[src/rtl/fetch_unit.sv]
// Instruction fetch front end: sequential fetch, credit-limited requests, in-order response queue.
module fetch_unit #(
  parameter int unsigned   WIDTH    = 32,
  parameter int unsigned   AW       = 16,
  parameter int unsigned   DEPTH    = 4,
  parameter logic [AW-1:0] RESET_PC = '0
) (
  input  logic             clk,
  input  logic             rst,
  output logic             mem_req_valid,
  input  logic             mem_req_ready,
  output logic [AW-1:0]    mem_req_addr,
  input  logic             mem_resp_valid,
  input  logic [WIDTH-1:0] mem_resp_data,
  output logic             inst_valid,
  input  logic             inst_ready,
  output logic [WIDTH-1:0] inst,
  output logic [AW-1:0]    inst_pc,
  input  logic             redirect,
  input  logic [AW-1:0]    redirect_pc
);

  localparam int unsigned PW = $clog2(DEPTH);
  localparam int unsigned CW = PW + 1;
  localparam int unsigned SW = CW + 2;

  logic [AW-1:0]    fetch_pc;
  logic [AW-1:0]    resp_pc;
  logic [WIDTH-1:0] q_inst [DEPTH];
  logic [AW-1:0]    q_pc   [DEPTH];
  logic [PW-1:0]    rd_ptr;
  logic [PW-1:0]    wr_ptr;
  logic [CW-1:0]    occ;
  logic [CW-1:0]    live;
  logic [CW-1:0]    drop;

  logic [SW-1:0]    credit_sum_c;
  logic             req_fire_c;
  logic             resp_keep_c;
  logic             resp_drop_c;
  logic             resp_seen_c;
  logic             pop_c;
  logic [AW-1:0]    target_pc_c;
  logic             unused_redirect_lsbs;

  // Low address bits of a redirect target are ignored.
  assign unused_redirect_lsbs = ^redirect_pc[1:0];
  assign target_pc_c          = {redirect_pc[AW-1:2], 2'b00};

  // Credit check: queued + in-flight (kept or discarded) never exceeds the queue size.
  always_comb begin
    credit_sum_c  = SW'(occ) + SW'(live) + SW'(drop);
    mem_req_valid = !rst && !redirect && (credit_sum_c < SW'(DEPTH));
    mem_req_addr  = fetch_pc;
    req_fire_c    = mem_req_valid && mem_req_ready;
    resp_drop_c   = mem_resp_valid && (drop != '0);
    resp_keep_c   = mem_resp_valid && (drop == '0) && (live != '0);
    resp_seen_c   = mem_resp_valid && ((drop != '0) || (live != '0));
    inst_valid    = (occ != '0);
    inst          = q_inst[rd_ptr];
    inst_pc       = q_pc[rd_ptr];
    pop_c         = inst_valid && inst_ready;
  end

  // Fetch PC, queue storage and in-flight bookkeeping.
  always_ff @(posedge clk) begin
    if (rst) begin
      fetch_pc <= RESET_PC;
      resp_pc  <= RESET_PC;
      rd_ptr   <= '0;
      wr_ptr   <= '0;
      occ      <= '0;
      live     <= '0;
      drop     <= '0;
      for (int i = 0; i < int'(DEPTH); i++) begin
        q_inst[i] <= '0;
        q_pc[i]   <= '0;
      end
    end else if (redirect) begin
      // Everything in flight becomes garbage; a response arriving now is the first of it.
      fetch_pc <= target_pc_c;
      resp_pc  <= target_pc_c;
      rd_ptr   <= '0;
      wr_ptr   <= '0;
      occ      <= '0;
      live     <= '0;
      drop     <= drop + live - CW'(resp_seen_c);
    end else begin
      if (req_fire_c) begin
        fetch_pc <= fetch_pc + AW'(4);
      end
      if (resp_keep_c) begin
        q_inst[wr_ptr] <= mem_resp_data;
        q_pc[wr_ptr]   <= resp_pc;
        wr_ptr         <= wr_ptr + PW'(1);
        resp_pc        <= resp_pc + AW'(4);
      end
      if (pop_c) begin
        rd_ptr <= rd_ptr + PW'(1);
      end
      if (resp_drop_c) begin
        drop <= drop - CW'(1);
      end
      occ  <= occ + CW'(resp_keep_c) - CW'(pop_c);
      live <= live + CW'(req_fire_c) - CW'(resp_keep_c);
    end
  end

endmodule

[config.mk]
export PLATFORM = sky130hd
export DESIGN_NAME = fetch_unit
export DESIGN_NICKNAME = d
export VERILOG_FILES = /design/src/rtl/fetch_unit.sv
export SDC_FILE = /design/constraint.sdc
export NUM_CORES = 1
export LEC_CHECK = 0
export ABC_CLOCK_PERIOD_IN_PS = 3300
export BUFFER_PORTS_ARGS = -buffer_cell sky130_fd_sc_hd__buf_2
export CAP_MARGIN = 20
export CORE_UTILIZATION = 53
export DETAILED_ROUTE_END_ITERATION = 12
export PLACE_DENSITY_LB_ADDON = 0.1
export SYNTH_ARGS = -nofsm -noshare
export SYNTH_HDL_FRONTEND = slang
export SYNTH_SLANG_ARGS = --single-unit
[constraint.sdc]
create_clock -name clk -period 3.3 [get_ports clk]
set_input_delay 0.66 -clock clk [delete_from_list [all_inputs] [get_ports clk]]
set_output_delay 0.66 -clock clk [all_outputs]
set_load 0.02 [all_outputs]
# ---- After elaboration in Yosys (flattened, before gate mapping)
# Memories as Yosys holds them, arrays and structs flattened. A register that Yosys moved wholly into a read port is not among the register bits.
# Index checks and enable logic that the tools add are counted.
dict set report totals {
  regBits 45
  latchBits 0
  ramBits 192
  romBits 0
  wordCells 68
  n_memories 2
}
dict set report op_classes {
  n_addsub 13
  n_mul 0
  n_div 0
  n_lt_le_gt_ge 1
  eq_ne 0
  shifts 0
  muxes 22
  n_bitwise 0
  n_reduce_logical 21
}
# name words width rd rd_clocked_by_memory_dff wr line
set memory_table {}
lappend memory_table {q_inst 4 32 1 1 4 29} ;# logic [WIDTH-1:0] q_inst [DEPTH];
lappend memory_table {q_pc 4 16 1 1 4 30} ;# logic [AW-1:0] q_pc [DEPTH];
# op n
set op_table {}
lappend op_table {{$mux 16} 5}
lappend op_table {{$add 16x3->16 const B} 2}
lappend op_table {{$mux 32} 1}
lappend op_table {{$reduce_or 32->1} 1}
lappend op_table {{$reduce_or 16->1} 1}
lappend op_table {{$mux 2} 6}
lappend op_table {{$reduce_bool 3->1} 3}
lappend op_table {{$sub 3x1->3} 3}
lappend op_table {{$logic_and 1x1->1} 8}
lappend op_table {{$mux 1} 8}
lappend op_table {{$add 3x1->3} 2}
lappend op_table {{$mux 3} 2}
lappend op_table {{$reduce_bool 2->1} 3}
lappend op_table {{$add 4x3->5} 1}
lappend op_table {{$lt 5x3->1 const B} 1}
lappend op_table {{$add 2x1->2 const B} 2}
lappend op_table {{$add 3x3->4} 1}
lappend op_table {{$add 3x3->3} 1}
lappend op_table {{$logic_not 3->1} 1}
lappend op_table {{$sub 3x1->3 const B} 1}
lappend op_table {{$logic_not 1->1} 2}
lappend op_table {{$reduce_or 2->1} 1}
lappend op_table {{$logic_or 1x1->1} 1}

# ---- Longest topological paths before layout
# Gate-level depths: netlist of the first run.
dict set report logic_depth {
  depth_word 9
  mapped_depth 17
}

# ---- Worst setup path before layout of the first run
# Ideal clock, no wire load.
dict set report synth_timing {
  path_kind {reg-to-reg}
  startpoint {register live[1]}
  endpoint {register live[2]}
  arrival_time_ns 3.401
  required_time_ns 3.172
  path_slack_ns -0.228
  stages_incl_launch_ff 18
  n_path_buf 1
  synth_period_minus_slack_ns 3.528
  cell_sequence {dfxtp_1 -> inv_1 -> fa_1 -> nor2_1 -> fa_1 -> nor2b_1 -> o22ai_1 -> buf_2 -> nor2_1 -> inv_1 -> ha_1 -> inv_1 -> ha_1 -> inv_1 -> fa_1 -> xnor2_1 -> xnor2_1 -> nor2_1}
}
dict set report synth_between {
  elab_chain_len 7
}
# element line
set synth_rtl {}
lappend synth_rtl {{start: declaration} 34} ;# logic [CW-1:0] live;
lappend synth_rtl {{start signal: assignment} 105} ;# live <= live + CW'(req_fire_c) - CW'(resp_keep_c);
lappend synth_rtl {{$add 3x3->4} 52} ;# credit_sum_c = SW'(occ) + SW'(live) + SW'(drop);
lappend synth_rtl {{$add 4x3->5} 52}
lappend synth_rtl {{$lt 5x3->1} 53} ;# mem_req_valid = !rst && !redirect && (credit_sum_c < SW'(DEPTH));
lappend synth_rtl {{$logic_and 1x1->1} 53}
lappend synth_rtl {{$logic_and 1x1->1} 55} ;# req_fire_c = mem_req_valid && mem_req_ready;
lappend synth_rtl {{$add 3x1->3} 105}
lappend synth_rtl {{$sub 3x1->3 *} 105}
# Every way passes the cells marked *; elsewhere a longest branch is shown, timed or not.
# A chain may end at the register's enable or synchronous reset.

# ---- Worst setup path after layout of the first run
dict set report layout_timing {
  startpoint {register live[1]}
  endpoint {output mem_req_valid}
}
dict set report layout_between {
  elab_chain_len 4
}
# element line
set layout_rtl {}
lappend layout_rtl {{$add 3x3->4} 52}
lappend layout_rtl {{$add 4x3->5} 52}
lappend layout_rtl {{$lt 5x3->1} 53}
lappend layout_rtl {{$logic_and 1x1->1} 53}
lappend layout_rtl {{end: declaration} 10} ;# output logic mem_req_valid,
# No other way between the ends.

==> impl_metrics.ini, run 1 <==
[global_route]
grt_overflow = 0
grt_pass1_wl_mm = 37.92
antenna_found_initial = 0
grt_max_degree = 57
grt_use_total_pct = 24.34
grt_pass1_vias = 7172

[floorplanning]
die_area_um2 = 20540
fp.dieW_um = 143.3
start_util_pct = 54.21
ioPinCount = 120
die_height_um = 143.3
core_um2 = 19530
rows = 51

[timing]
layout_setup_ws_ps = -4.744
maxSlewViolCount = 0
max_slew.worst_pin.slew_ps = 678.1
layout_min_cycle_time_ps = 3305
fin_crit_sh_pct = 100.1
fin_worst_skew_ps = 8.994
relSlewSlack_pct = 54.80
final_hold_viol_count = 0
setup-tns-final_ps = -4.744
fmax_mhz = 302.6
rsz0062_at_grt = true
setup_viol = 1

[synth]
syn_avg_cell_area_um2 = 13.78
synth_edf_count = 184
ys_seq_elements = 227
yosys.area.top_type_share_pct = 52.20
ys_warn_count = 0
synthFlopType = edfxtp_1
synth_cell_types = 60
synthArstFlopShare_pct = 0
netlist.top_cell.by_area = edfxtp_1
synth_cells = 768
synth_seq_area_share_pct = 60.33
yosys-top-cells-area = edfxtp_1 (52%), mux4_2 (9.8%), and2_1 (8.2%)
synth_area_um2 = 10590

[worst_setup_path]
path_cells = inv_4, fa_1, nor2_4, fa_2, nor3b_4, o22ai_4, buf_6, nor3_2, buf_4
critPathTopFamily = adder cells
crit_buf_inv = 3
crit_path_start_kind = flop
required_ps = 2640
worstPathMaxFanout = 2
cpMaxStageDelayCell = fa_1
max_stage_delay_ps = 600
crit_path_end_kind = output port
path_class = reg2out
cp.arrival_ps = 2640

[power]
clockPowerShare_pct = 38.0
p_switching_uw = 1556
powerDensity_nw_per_um2 = 515.2
peakVddDrop_v = 0.0003656
leakage_uw = 0.004891
swShare_pct = 24.06
power.internal_uw = 4910
pwr-share-comb_pct = 11.1
p_seq_share_pct = 50.9
p_total_uw = 6465

[flow_run]
cap_violations = 0

[finish]
final-instance-count-excl-fill = 1179
final_util_pct = 64.27
layout_commonest_cell = edfxtp_1
drive_gt1_share_pct = 29.98
synthToLayoutAreaGrowth_pct = 18.56
antennaDiodeCount = 0
final_area_um2 = 12550
finalNetCount = 971
final_cell_mix = edfxtp_1 (184), and2_1 (139), buf_2 (112)

[drt]
viasPerCell = 5.759
wl_met3_mm = 1.287
met2_length_mm = 12.40
vias = 6790
ant_nets = 0
wirelength_mm = 24.28
detail_route.wl_per_cell_um = 20.59
m1WireLength_mm = 10.28
drt_iter0_markers = 481
drc = 0
drt_pre_antenna_iters = 5
top_layer_used = met4

[clocking]
htree_num_levels = 1
cts_root_buffer = clkbuf_16
cts.sinks = 227
cts.path.max_buffers = 3
cts_tree = done
path_clk_slew_ps = 60
clock_latency_ps = 510
cts_buffers = 25
cts_hold_buf = 0

[run_status]
violations = setup timing
status = complete, but fails checks

[placed_design]
io_buffer_count = 113
place_hpwl_mm = 14.66
routabilityCongestion = 0.8594
place_area_um2 = 11730
dpl.cell_count = 1130

[min_path]
min_path_type = in2reg
==> worst min-delay path, delay by kind of cell <==
kind / cells / cell delay [ps]
AND/OR/NAND/NOR: 1 / 90
AO/OA/AOI/OAI: 1 / 50
buffers and inverters: 1 / 110
==> power groups by stage <==
stage	registers [uW]	logic [uW]	clock network, uW
2_1_floorplan	3330	455	0
3_3_place_gp	3340	684	0
3_5_place_dp	3350	701	0
4_1_cts	3290	709	2490
5_1_grt	3300	792	2610
6_report	3290	717	2460
==> flip-flops by register name (all words and copies together), names as in the netlist, named ones only <==
name          flops
q_inst          128
q_pc             56
drop              3
occ               3
wr_ptr            2
rd_ptr            2
mem_req_addr     14
live              3
resp_pc          14
==> what timing repair did <==
item / 4_1_cts / 5_1_grt
cloned: 0 / 0
endpoints found under the setup margin: 2 / 2
pin swaps: 3 / 10
gates resized for setup: 6 / 13
buffers inserted: 3 / 3
==> cell families after synthesis <==
logic type      Yosys count  synth area share (%)
compound gates           74                 5.284
xor+xnor                 19                 1.572
simple gates            296                 16.76
fa+ha+maj                19                 2.671
buf+inv                  84                 3.369
mux                      48                 9.976
flops                   227                 60.33
other cells               1               0.03543
==> Yosys cell counts (3+ instances only) <==
| cell | n |
|---|---|
| a211oi_1 | 6 |
| a21boi_1 | 5 |
| a21oi_1 | 18 |
| a31o_1 | 3 |
| and2_1 | 139 |
| and3_1 | 49 |
| buf_2 | 21 |
| buf_4 | 4 |
| clkbuf_1 | 28 |
| dfxtp_1 | 43 |
| edfxtp_1 | 184 |
| fa_1 | 6 |
| ha_1 | 13 |
| inv_1 | 26 |
| inv_2 | 3 |
| mux4_2 | 46 |
| nand2_1 | 23 |
| nand3_1 | 7 |
| nand4_1 | 8 |
| nor2_1 | 24 |
| nor2b_1 | 4 |
| nor3_1 | 8 |
| nor3_2 | 3 |
| nor4_1 | 13 |
| o211ai_1 | 5 |
| o21a_1 | 3 |
| o31a_1 | 14 |
| or3_1 | 4 |
| xnor2_1 | 11 |
| xor2_1 | 8 |
==> routing by layer <==
layer	global-route usage (%)	up-vias
li1	-	3110
met1	31.00	3451
met2	43.85	201
met3	3.366	28
met4	6.047	0
met5	0	-
==> path summary, 6_finish.rpt <==
path | start | endpoint | slack [ps] | cells past startpoint
max | live[1]$_SDFF_PP0_ | mem_req_valid | -5 | 9
min | redirect_pc[10] | resp_pc[10]$_SDFFE_PP0P_ | 450 | 3
max reg2reg | live[1]$_SDFF_PP0_ | live[2]$_SDFF_PP0_ | 20 | 17
min reg2reg | rd_ptr[1]$_SDFFE_PP0P_ | flop | 550 | 2
==> stage by stage <==
stage | setup slack, ps | hold slack, ps
4_1_cts | -13.25 | 431.4
3_5_place_dp | -52.04 | 517.7
5_1_grt | -90.13 | 441.0
6_report | -4.744 | 448.8
2_1_floorplan | 10.30 | 484.7
3_3_place_gp | 38.69 | 510.5
==> layout make-up <==
cell class              instances  area (um^2)
fillers                      1525         6977
clock buffers                  35        663.1
flip-flops and latches        227         6401
repair buffers                154         1021
inverters                      30        115.1
well taps                     265        331.6
multi-input cells             460         3974
clock inverters                 8        43.79
(Power assumes the default switching activity.)
==> run 2: changes to the inputs <==
- ABC_CLOCK_PERIOD_IN_PS: 3300 -> 3000
- CAP_MARGIN: 20 -> default
- MAX_ROUTING_LAYER: default -> met4
- clock period: 3.3 -> 3 ns (I/O delays scaled with it)
==> impl_metrics.ini, run 2 (synthesis gave the netlist of run 1 again) <==
[worst_setup_path]
required_ps = 2400
cp-startpoint = live[2]$_SDFF_PP0_
rr_worst_depth = 16
worstPathMaxFanout = 2
worstSetupEndpoint = mem_req_valid
crit_path_start_kind = flop
cp.arrival_ps = 2630
path_class = reg2out
r2r_start = live[2]$_SDFF_PP0_
ff2ff_setup_slack_ps = -190
crit_path_end_kind = output port
timing.rr.end = live[2]$_SDFF_PP0_

[finish]
final_cell_mix = edfxtp_1 (184), and2_1 (139), buf_2 (112)
n_fill_cell = 1505
drive_gt1_share_pct = 30.18
reg.largest.list = q_inst: 128 flops, q_pc: 56 flops
largest_reg_flops = 128
final-instance-count-excl-fill = 1188
multiInputGateArea_um2 = 3968
seqCellArea_um2 = 6401
finalNetCount = 980
synthToLayoutAreaGrowth_pct = 18.82
largest_register = q_inst
layout_commonest_cell = edfxtp_1
final_area_um2 = 12580

[flow_run]
cap_violations = 0

[clocking]
cts_hold_buf = 0
cts_root_buffer = clkbuf_16
cts.sinks = 227
path_clk_slew_ps = 60
cts.path.max_buffers = 3
clock_latency_ps = 520
cts_buffers = 24
cts_tree = done
htree_num_levels = 1

[min_path]
min_path_type = in2reg
hold_start = redirect_pc[6]

[timing]
final_hold_viol_count = 0
max_slew.worst_pin.slew_ps = 654.2
setup-tns-final_ps = -465.3
maxSlewViolCount = 0
fin_worst_skew_ps = 25.70
rsz0062_at_grt = true
layout_setup_ws_ps = -225.4
setup_viol = 3
worst_hold_slack_ps = 383.2
fin_crit_sh_pct = 107.5
fmax_mhz = 310.0
relSlewSlack_pct = 56.39
layout_min_cycle_time_ps = 3225

[placed_design]
place_area_um2 = 11750
routabilityCongestion = 0.8563
io_buffer_count = 113
dpl.cell_count = 1137
place_hpwl_mm = 14.62

[global_route]
antenna_found_initial = 2
grt_max_degree = 53
grt_pass1_vias = 7119
grt_pass1_wl_mm = 37.82
grt_overflow = 0
grt_use_total_pct = 25.02

[run_status]
violations = setup timing
status = complete, but fails checks

[drt]
drc = 0
vias = 6766
drt_iter0_markers = 486
ant_nets = 0
detail_route.wl_per_cell_um = 20.34
drt_pre_antenna_iters = 4
viasPerCell = 5.695
wirelength_mm = 24.16

[power]
leakage_uw = 0.004918
peakVddDrop_v = 0.0003426
p_total_uw = 7090
powerDensity_nw_per_um2 = 563.7

[floorplanning]
die_height_um = 143.3
rows = 51
start_util_pct = 54.21
fp.dieW_um = 143.3
ioPinCount = 120
core_um2 = 19530
die_area_um2 = 20540
[run 2: what timing repair did]
| item | CTS | global route |
|---|---|---|
| pin swaps | 5 | 4 |
| gates resized for setup | 10 | 3 |
| buffers inserted | 4 | 5 |
| endpoints found under the hold margin | 0 | 0 |
| setup endpoints to repair | 3 | 7 |
[run 2: layout make-up]
class,count,area share [%]
Antenna cell,2,0.03979
Clock buffer,34,5.233
Clock inverter,6,0.3183
Inverter,30,0.9152
Multi-Input combinational cell,460,31.55
Sequential cell,227,50.90
Tap cell,265,2.636
Timing Repair Buffer,164,8.416
[run 2: worst min-delay path by stage]
stage / cells past startpoint / slack, ps / endpoint
6_report: 3 / 380 / resp_pc[6]$_SDFFE_PP0P_
5_1_grt: 2 / 380 / q_inst[0][31]$_SDFFCE_PN0P_
4_1_cts: 2 / 370 / q_inst[0][22]$_SDFFCE_PN0P_
3_5_place_dp: 2 / 530 / flop
3_3_place_gp: 2 / 500 / flop
2_1_floorplan: 2 / 480 / flop
[run 2: per-layer routing]
layer	global-route usage [%]	up-vias	wire length [um]
li1	-	3128	-
met1	30.82	3430	9928
met2	43.67	178	12660
met3	2.966	30	1183
met4	6.999	0	386
met5	-	-	0
[run 2: per-stage QoR]
stage / setup WS [ps] / util (%)
2_1_floorplan: -243.8 / -
3_3_place_gp: -196.1 / 60.16
3_5_place_dp: -209.9 / 60.16
4_1_cts: -215.1 / 64.09
5_1_grt: -342.3 / 64.41
6_report: -225.4 / 64.41
[run 2: worst max-delay path, stage by stage, from the launching register on]
cell and delay, ps:
dfxtp_4 360, inv_4 40, fa_1 540, inv_2 60, ha_4 250, or3b_4 390
o22ai_4 180, buf_6 140, nor3_4 30, buf_6 130
[run 2: where the power goes]
group / total, uW / internal [uW] / switching, uW
sequential: 3620 / 3530 / 86.9
combinational: 808 / 354 / 455
clock: 2660 / 1520 / 1150
total: 7090 / 5400 / 1690
